$ cat src/rtl/result_aggregator_if.sv
// Tile-in / row-out bundle for result_aggregator.
// master = aggregator side, slave = surrounding fabric.
interface result_aggregator_if #(
    parameter int WIDTH       = 32,
    parameter int MATRIX_SIZE = 4,
    parameter int CHUNK_SIZE  = 2
);
    localparam int NUM_UNITS = (MATRIX_SIZE / CHUNK_SIZE) ** 2;
    localparam int CE        = CHUNK_SIZE * CHUNK_SIZE;
    localparam int IDXW      = (MATRIX_SIZE > 1) ? $clog2(MATRIX_SIZE) : 1;

    logic [NUM_UNITS-1:0]                  unit_valid;
    logic [NUM_UNITS-1:0][CE-1:0][WIDTH-1:0] unit_result;
    logic                                  in_ready;
    logic                                  out_valid;
    logic                                  out_ready;
    logic [MATRIX_SIZE-1:0][WIDTH-1:0]     out_row;
    logic [IDXW-1:0]                       out_row_idx;
    logic                                  out_last;

    modport master (
        input  unit_valid,
        input  unit_result,
        input  out_ready,
        output in_ready,
        output out_valid,
        output out_row,
        output out_row_idx,
        output out_last
    );

    modport slave (
        output unit_valid,
        output unit_result,
        output out_ready,
        input  in_ready,
        input  out_valid,
        input  out_row,
        input  out_row_idx,
        input  out_last
    );
endinterface

$ cat src/rtl/result_aggregator.sv
// Collects PIM tiles into a full matrix and streams it out row by row.
// Optional perf counters: define RESULT_AGGREGATOR_PERF_EN.
module result_aggregator #(
    parameter int WIDTH       = 32,
    parameter int MATRIX_SIZE = 4,
    parameter int CHUNK_SIZE  = 2,
    localparam int NUM_UNITS  = (MATRIX_SIZE / CHUNK_SIZE) ** 2
) (
    input  logic clk,
    input  logic rst,
    result_aggregator_if.master bus,
    input  logic err_clr,
    output logic dup_err,
    output logic ovf_err
`ifdef RESULT_AGGREGATOR_PERF_EN
    ,
    output logic [31:0] stall_cnt,
    output logic [15:0] mat_cnt
`endif
);
    localparam int NB   = MATRIX_SIZE / CHUNK_SIZE;
    localparam int CE   = CHUNK_SIZE * CHUNK_SIZE;
    localparam int IDXW = (MATRIX_SIZE > 1) ? $clog2(MATRIX_SIZE) : 1;
    localparam int UW   = (NUM_UNITS > 1) ? $clog2(NUM_UNITS) : 1;
    localparam int EW   = (CE > 1) ? $clog2(CE) : 1;
    localparam logic [IDXW-1:0] LAST_ROW = IDXW'(MATRIX_SIZE - 1);

    if (MATRIX_SIZE % CHUNK_SIZE != 0) begin : g_bad_cfg
        $error("MATRIX_SIZE must be a multiple of CHUNK_SIZE");
    end

    typedef enum logic {
        S_COLLECT,
        S_DRAIN
    } state_t;

    state_t                 r_state;
    state_t                 w_state_nxt;
    logic [NUM_UNITS-1:0]   r_mask;
    logic [NUM_UNITS-1:0]   w_mask_nxt;
    logic [IDXW-1:0]        r_row_cnt;
    logic [IDXW-1:0]        w_row_nxt;
    logic [NUM_UNITS-1:0]   w_wr;
    logic                   w_dup;
    logic                   w_ovf;
    logic                   w_beat;
    logic                   w_last;
    logic                   r_dup_err;
    logic                   r_ovf_err;

    logic [MATRIX_SIZE-1:0][WIDTH-1:0] r_buf [MATRIX_SIZE];

    assign w_last = (r_state == S_DRAIN) && (r_row_cnt == LAST_ROW);

    always_ff @(posedge clk or negedge rst) begin
        if (!rst) begin
            r_state   <= S_COLLECT;
            r_mask    <= '0;
            r_row_cnt <= '0;
        end else begin
            r_state   <= w_state_nxt;
            r_mask    <= w_mask_nxt;
            r_row_cnt <= w_row_nxt;
        end
    end

    always_comb begin
        w_state_nxt   = r_state;
        w_mask_nxt    = r_mask;
        w_row_nxt     = r_row_cnt;
        w_wr          = '0;
        w_dup         = 1'b0;
        w_ovf         = 1'b0;
        w_beat        = 1'b0;
        bus.in_ready  = 1'b0;
        bus.out_valid = 1'b0;
        unique case (r_state)
            S_COLLECT: begin
                bus.in_ready = 1'b1;
                w_wr         = bus.unit_valid & ~r_mask;
                w_dup        = |(bus.unit_valid & r_mask);
                w_mask_nxt   = r_mask | bus.unit_valid;
                if (&w_mask_nxt) begin
                    w_state_nxt = S_DRAIN;
                    w_row_nxt   = '0;
                end
            end
            S_DRAIN: begin
                bus.out_valid = 1'b1;
                w_ovf         = |bus.unit_valid;
                w_beat        = bus.out_ready;
                if (w_beat) begin
                    w_row_nxt = r_row_cnt + 1'b1;
                    if (w_last) begin
                        w_state_nxt = S_COLLECT;
                        w_mask_nxt  = '0;
                        w_row_nxt   = '0;
                    end
                end
            end
            default: begin
                w_state_nxt = S_COLLECT;
            end
        endcase
    end

    // Matrix storage carries no reset: out_row is ignored until refilled.
    always_ff @(posedge clk) begin
        for (int u = 0; u < NUM_UNITS; u++) begin
            if (w_wr[UW'(u)]) begin
                for (int i = 0; i < CHUNK_SIZE; i++) begin
                    for (int j = 0; j < CHUNK_SIZE; j++) begin
                        r_buf[IDXW'((u / NB) * CHUNK_SIZE + i)]
                             [IDXW'((u % NB) * CHUNK_SIZE + j)]
                            <= bus.unit_result[UW'(u)]
                                              [EW'(i * CHUNK_SIZE + j)];
                    end
                end
            end
        end
    end

    // A new error in the clear cycle keeps its flag set.
    always_ff @(posedge clk or negedge rst) begin
        if (!rst) begin
            r_dup_err <= 1'b0;
            r_ovf_err <= 1'b0;
        end else begin
            if (w_dup) begin
                r_dup_err <= 1'b1;
            end else if (err_clr) begin
                r_dup_err <= 1'b0;
            end
            if (w_ovf) begin
                r_ovf_err <= 1'b1;
            end else if (err_clr) begin
                r_ovf_err <= 1'b0;
            end
        end
    end

    assign dup_err         = r_dup_err;
    assign ovf_err         = r_ovf_err;
    assign bus.out_row     = r_buf[r_row_cnt];
    assign bus.out_row_idx = r_row_cnt;
    assign bus.out_last    = w_last;

`ifdef RESULT_AGGREGATOR_PERF_EN
    logic [31:0] r_stall_cnt;
    logic [15:0] r_mat_cnt;

    always_ff @(posedge clk or negedge rst) begin
        if (!rst) begin
            r_stall_cnt <= '0;
            r_mat_cnt   <= '0;
        end else if (err_clr) begin
            r_stall_cnt <= '0;
            r_mat_cnt   <= '0;
        end else begin
            if (bus.out_valid && !bus.out_ready && (r_stall_cnt != '1)) begin
                r_stall_cnt <= r_stall_cnt + 32'd1;
            end
            if (w_beat && w_last) begin
                r_mat_cnt <= r_mat_cnt + 16'd1;
            end
        end
    end

    assign stall_cnt = r_stall_cnt;
    assign mat_cnt   = r_mat_cnt;
`endif
endmodule

$ cat src/flat_wrapper.sv
// flat-port wrapper written by rule: the top's interface ports become plain ports
module result_aggregator_flat 
#(
    parameter int WIDTH       = 32,
    parameter int MATRIX_SIZE = 4,
    parameter int CHUNK_SIZE  = 2,
    localparam int NUM_UNITS  = (MATRIX_SIZE / CHUNK_SIZE) ** 2
)
  (clk, rst, err_clr, dup_err, ovf_err, bus_unit_valid, bus_unit_result, bus_out_ready, bus_in_ready, bus_out_valid, bus_out_row, bus_out_row_idx, bus_out_last);
  result_aggregator_if #(.WIDTH(WIDTH), .MATRIX_SIZE(MATRIX_SIZE), .CHUNK_SIZE(CHUNK_SIZE)) bus_i ();
  input  logic clk;
  input  logic rst;
  input  logic err_clr;
  output logic dup_err;
  output logic ovf_err;
  input wire logic [$bits(bus_i.unit_valid)-1:0] bus_unit_valid;
  input wire logic [$bits(bus_i.unit_result)-1:0] bus_unit_result;
  input wire logic [$bits(bus_i.out_ready)-1:0] bus_out_ready;
  output wire logic [$bits(bus_i.in_ready)-1:0] bus_in_ready;
  output wire logic [$bits(bus_i.out_valid)-1:0] bus_out_valid;
  output wire logic [$bits(bus_i.out_row)-1:0] bus_out_row;
  output wire logic [$bits(bus_i.out_row_idx)-1:0] bus_out_row_idx;
  output wire logic [$bits(bus_i.out_last)-1:0] bus_out_last;
  assign bus_i.unit_valid = bus_unit_valid;
  assign bus_i.unit_result = bus_unit_result;
  assign bus_i.out_ready = bus_out_ready;
  assign bus_in_ready = bus_i.in_ready;
  assign bus_out_valid = bus_i.out_valid;
  assign bus_out_row = bus_i.out_row;
  assign bus_out_row_idx = bus_i.out_row_idx;
  assign bus_out_last = bus_i.out_last;
  result_aggregator #(.WIDTH(WIDTH), .MATRIX_SIZE(MATRIX_SIZE), .CHUNK_SIZE(CHUNK_SIZE)) u_core (.clk(clk), .rst(rst), .bus(bus_i), .err_clr(err_clr), .dup_err(dup_err), .ovf_err(ovf_err));
endmodule
$ cat config.mk
export PLATFORM = sky130hd
export DESIGN_NAME = result_aggregator_flat
export DESIGN_NICKNAME = d
export VERILOG_FILES = /design/src/rtl/result_aggregator_if.sv /design/src/rtl/result_aggregator.sv /design/src/flat_wrapper.sv
export SDC_FILE = /design/constraint.sdc
export NUM_CORES = 1
export LEC_CHECK = 0
export ABC_AREA = 1
export CAP_MARGIN = 30
export CORE_AREA = 3 3 254 256
export DETAILED_ROUTE_END_ITERATION = 8
export DIE_AREA = 0 0 257 259
export GPL_ROUTABILITY_DRIVEN = 0
export HOLD_SLACK_MARGIN = 0.12
export SYNTH_ARGS = -nofsm -noshare
export SYNTH_HDL_FRONTEND = slang
export SYNTH_SLANG_ARGS = --single-unit
export TNS_END_PERCENT = 10
$ cat constraint.sdc
create_clock -name clk -period 8.66 [get_ports clk]
set_clock_uncertainty 0.2 [all_clocks]
set_input_delay 2.598 -clock clk [delete_from_list [all_inputs] [get_ports clk]]
set_output_delay 2.598 -clock clk [all_outputs]
set_load 0.005 [all_outputs]
# Word-level counts from Yosys, hierarchy flattened
# Memory sizes are Yosys's and may differ from the RTL's.
# Index checks and enable logic that the tools add are counted.
[classes] add_sub_neg=1 reduce_logical=10 n_bitwise=5 eq_ne=4 mux=27
[ops] operator="$mux W64" n=2
[ops] operator="$reduce_or A64 Y1 const A" n=2
[ops] operator="$mux W1" n=15
[ops] operator="$mux W2" n=5
[ops] operator="$mux W4" n=2
[ops] operator="$pmux W4 S2" n=1
[ops] operator="$reduce_or A4 Y1" n=2
[ops] operator="$and A4 B4 Y4" n=1
[ops] operator="$ne A2 B2 Y1 const B" n=2
[ops] operator="$or A4 B4 Y4" n=1
[ops] operator="$pmux W2 S2" n=1
[ops] operator="$reduce_and A2 Y1" n=2
[ops] operator="$reduce_and A4 Y1" n=1
[ops] operator="$reduce_bool A2 Y1" n=2
[ops] operator="$add A2 B1 Y2 const B" n=1
[ops] operator="$eq A2 B2 Y1 const B" n=1
[ops] operator="$ne A2 B1 Y1 const B" n=1
[ops] operator="$not A1 Y1" n=2
[ops] operator="$pmux W1 S2" n=1
[ops] operator="$and A1 B1 Y1" n=1
[ops] operator="$logic_and A1 B1 Y1" n=1
[totals] n_memories=1 ff_bits=9 elab_cells=53 input_bits=520 mem_bits_rw=256
[mem_list] name="u_core.r_buf" depth=4 width=64 read_ports=1 rd_ports_with_merged_regs=0 wr=2 line="result_aggregator.sv:51" text="logic [MATRIX_SIZE-1:0][WIDTH-1:0] r_buf [MATRIX_SIZE];"

# Depth between registers and ports, before layout
[logic_depth] depth_word=7 depth_mapped=5

# Worst setup path after synthesis
# OpenSTA, ideal clock, no wires.
[synth_path] path_kind="input to register" start="in bus_unit_valid[0]" end="mem u_core.r_buf[0][0] (netlist name) (enable)" t_required_ns=7.895 path_stages=2 arrival_ns=6.977 setup_time_ns=0.565 path_slack_ns=0.918 path_cell_list="inv_1 -> nor3_1"
[synth_rtl] item="from (decl)" line="flat_wrapper.sv:16" text="input wire logic [$bits(bus_i.unit_valid)-1:0] bus_unit_valid;"
[synth_rtl] item="to (decl)" line="result_aggregator.sv:51"

# Worst setup path in the final report
[layout_path] start="reg u_core.r_row_cnt[0] (netlist: u_core.bus.out_row_idx[0])" end="out bus_out_last"
[layout_between] elab_chain_cells=2
[layout_rtl] item="from (decl)" line="result_aggregator.sv:41" text="logic [IDXW-1:0] r_row_cnt;"
[layout_rtl] item="from (signal assigned)" line="result_aggregator.sv:63" text="r_row_cnt <= w_row_nxt;"
[layout_rtl] item="$eq A2 B2 Y1" line="result_aggregator.sv:53" text="assign w_last = (r_state == S_DRAIN) && (r_row_cnt == LAST_ROW);"
[layout_rtl] item="$logic_and A1 B1 Y1" line="result_aggregator.sv:53"
[layout_rtl] item="to (decl)" line="flat_wrapper.sv:23" text="output wire logic [$bits(bus_i.out_last)-1:0] bus_out_last;"
# No other way between the ends.

==> impl_metrics.csv <==
group,metric,value,unit
run,max_cap_violations,0,
cts,cts.htree.levels,3,
cells_and_area,final_cells,1192,
power_and_ir_drop,vdd_drop_max,79.0,uV
cts,cts_sinks,73,
global_routing,antenna_found_initial,12,
synth,netlist_instances,187,
synth,avgSynthCellArea,15.3,um^2
place,dp_slack,4.00,ns
sta,fin_setup_tns,0,ns
sta,fin_crit_sh,0.528,
cts,ctsHoldBuffers,0,
detailed_routing,wirelength,10600,um
cts,cts.path.max_buffers,2,
place,hpwl,8960,um
cells_and_area,fin_util,0.0865,
floorplan,initial_utilization,0.0457,
cells_and_area,area_growth,89.3,%
synth,synth.distinct_cells,17,
floorplan,fp-row-count,92,
setup_path,cp_data_required_time,5.86,ns
floorplan,die_area,66600,um^2
cts,clk_pin_slew_worst_paths,0.06,ns
global_routing,grt_overflow_total,0,
synth,synthAdderAreaFrac,0.00437,
setup_path,path_cells,"ha_1 -> nand2_1 -> inv_1 -> clkdlybuf4s50_1",
sta,fin_crit,4.57,ns
global_routing,grt_max_degree,65,
cts,cts_tree,"done",
power_and_ir_drop,p_per_area,184,nW/um^2
outcome,status,"complete, no violations",
power_and_ir_drop,power_leakage,1.75,nW
synth,ys_seq_elements,73,
cells_and_area,final_cell_area,5430,um^2
synth,ys_warn_count,0,
synth,syn_area,2870,um^2
cts,numCtsBuffers,9,
detailed_routing,drtIter0Drc,103,
cells_and_area,fill_cells,7236,
setup_path,worstPathArrival,1.78,ns
sta,layout_setup_ws,4.09,ns
setup_path,path_max_fanout,4,
detailed_routing,routedWlPerCell,8.93,um
floorplan,die_w,257,um
floorplan,die_h,259,um
place,placed_cell_area,5100,um^2
cells_and_area,final_nets,860,
detailed_routing,drc,0,
setup_path,crit_path_max_incr_delay,0.64,ns
sta,tightest_slew,0.881,ns
cells_and_area,drive_above_1_share,0.0583,
cts,clk_latency,0.34,ns
cts,cts_root_buf,"clkbuf_16",
sta,rsz0062_at_grt,"no",
detailed_routing,drt_pass1_iterations,4,
setup_path,cp-end-kind,"output port",
min_path,worst_hold_path.num_cells,2,
place,dp_cells,1174,
global_routing,grt.total_usage,0.0306,
sta,slew_headroom,0.413,
sta,hold_violations,0,
detailed_routing,via_count,1879,
place,portBuffers,142,
sta,setup_violations,0,
setup_path,cp_slowest_cell,"clkdlybuf4s50_1",
cts,cts_resized,0,
sta,slew_viol_final,0,
synth,synth_top_family_by_area,"buffers and inverters",
synth,synth-simple-area-share,0.0450,
sta,hold_ws,0.283,ns
floorplan,boundaryPins,655,
detailed_routing,drtAntennaViolNets,0,
synth,ys_seq_area_frac,0.749,
global_routing,grt_pass1_wl,13800,um
cts,cts_setup_buffers,0,
synth,synth.mux.area_fraction,0,
floorplan,core,62700,um^2
sta,max_freq,219,MHz
synth,synth_compound_area_frac,0.0153,
min_path,hold_path.class,"flop to flop",
setup_path,critPathKind,"flop to output port",
setup_path,worst_setup_path_start_kind,"flop",
setup_path,rr_worst_depth,2,
power_and_ir_drop,power,1.00,mW
detailed_routing,drt-vias-per-instance,1.58,
synth,synth_xor_area_frac,0,
global_routing,grt_pass1_vias,1746,
## worst paths after layout
path / startpoint / to / slack, ns
max: u_core.bus.out_row_idx[0]$_DFFE_PN0P_ / bus_out_last / 4.09
min: u_core.ovf_err$_DFFE_PN0P_ / u_core.ovf_err$_DFFE_PN0P_ / 0.28
max reg2reg: u_core.r_state$_DFF_PN0_ / u_core.r_buf[0][21]$_DFFE_PP_ / 6.58
min reg2reg: u_core.ovf_err$_DFFE_PN0P_ / u_core.ovf_err$_DFFE_PN0P_ / 0.28
max in group asynchronous: rst / u_core.r_mask[1]$_DFFE_PN0P_ / 5.62
min in group asynchronous: rst / u_core.bus.out_row_idx[0]$_DFFE_PN0P_ / 2.35
## per-layer routing
metal  part of all wire  vias to the layer above  GRT usage
met5             0.0035                        -          0
met4              0.027                        6     0.0146
met3               0.13                       27     0.0172
met2               0.47                      155     0.0507
met1               0.36                      876     0.0313
li1                   -                      815          -
## flip-flops by register name (all words and copies together), names as in the netlist
signal / count
u_core.bus.out_row_idx: 2
u_core.dup_err: 1
u_core.ovf_err: 1
u_core.r_buf: 64
u_core.r_mask: 4
u_core.r_state: 1
## layout make-up
| type | instances | area, um^2 | share of cell area |
|---|---|---|---|
| Antenna cell | 3 | 7.51 | 0.00138 |
| Clock buffer | 9 | 225 | 0.0415 |
| Clock inverter | 6 | 90.1 | 0.0166 |
| Inverter | 10 | 37.5 | 0.00692 |
| Multi-Input combinational cell | 102 | 430 | 0.0793 |
| Sequential cell | 73 | 2150 | 0.396 |
| Tap cell | 846 | 1060 | 0.195 |
| Timing Repair Buffer | 143 | 1430 | 0.263 |
## cells in the mapped netlist, drive strengths merged
| cell | instances | area, um^2 |
|---|---|---|
| nand2 | 17 | 63.8 |
| nor2 | 6 | 27.5 |
| buf | 65 | 492 |
| ha | 1 | 12.5 |
| o31ai | 1 | 7.51 |
| conb | 1 | 3.75 |
| dfrtp | 9 | 225 |
| nand4 | 2 | 12.5 |
| nor3 | 1 | 5.00 |
| o22ai | 1 | 6.26 |
| edfxtp | 64 | 1920 |
| nand3 | 3 | 20.0 |
| inv | 10 | 37.5 |
| o21ai | 6 | 30.0 |
## placed cells by master (no fill, tap or decap)
cell / synthesis / layout
edfxtp_1: 64 / 64
diode_2: 0 / 3
clkinvlp_4: 0 / 1
nand3_1: 2 / 2
clkdlybuf4s50_1: 0 / 142
o31ai_1: 1 / 1
inv_1: 10 / 10
o22ai_1: 1 / 1
clkbuf_16: 0 / 9
nand4_1: 2 / 2
clkinv_2: 0 / 1
nor2_2: 2 / 2
inv_6: 0 / 2
ha_1: 1 / 1
nand3_2: 1 / 1
nand2_1: 17 / 17
conb_1: 1 / 64
buf_4: 64 / 1
nor3_2: 0 / 1
o21ai_0: 6 / 6
nor2_1: 4 / 4
bufinv_16: 0 / 2
dfrtp_1: 9 / 9
## cells by family (layout without fill, tap and decap cells)
logic type,count (synthesis),in the layout
compound gates,8,8
flops,73,73
buf+inv,75,168
other cells,1,67
fa+ha+maj,1,1
simple gates,29,29
## where the power goes
part           switching, mW  internal [mW]  leakage, nW  total (mW)
Sequential            0.0221          0.417        0.673       0.439
Clock                  0.154          0.252        0.152       0.406
Combinational         0.0713         0.0836        0.924       0.155
Total                  0.248          0.753         1.75        1.00
## worst max-delay path: cells and delay by family (launching register included)
kind,cells,cell delay (ns)
flip-flops,1,0.41
buffers and inverters,2,0.72
AND/OR/NAND/NOR,1,0.07
adder cells (fa/ha/maj),1,0.22
Note: power is estimated with default switching activity, not from simulation.
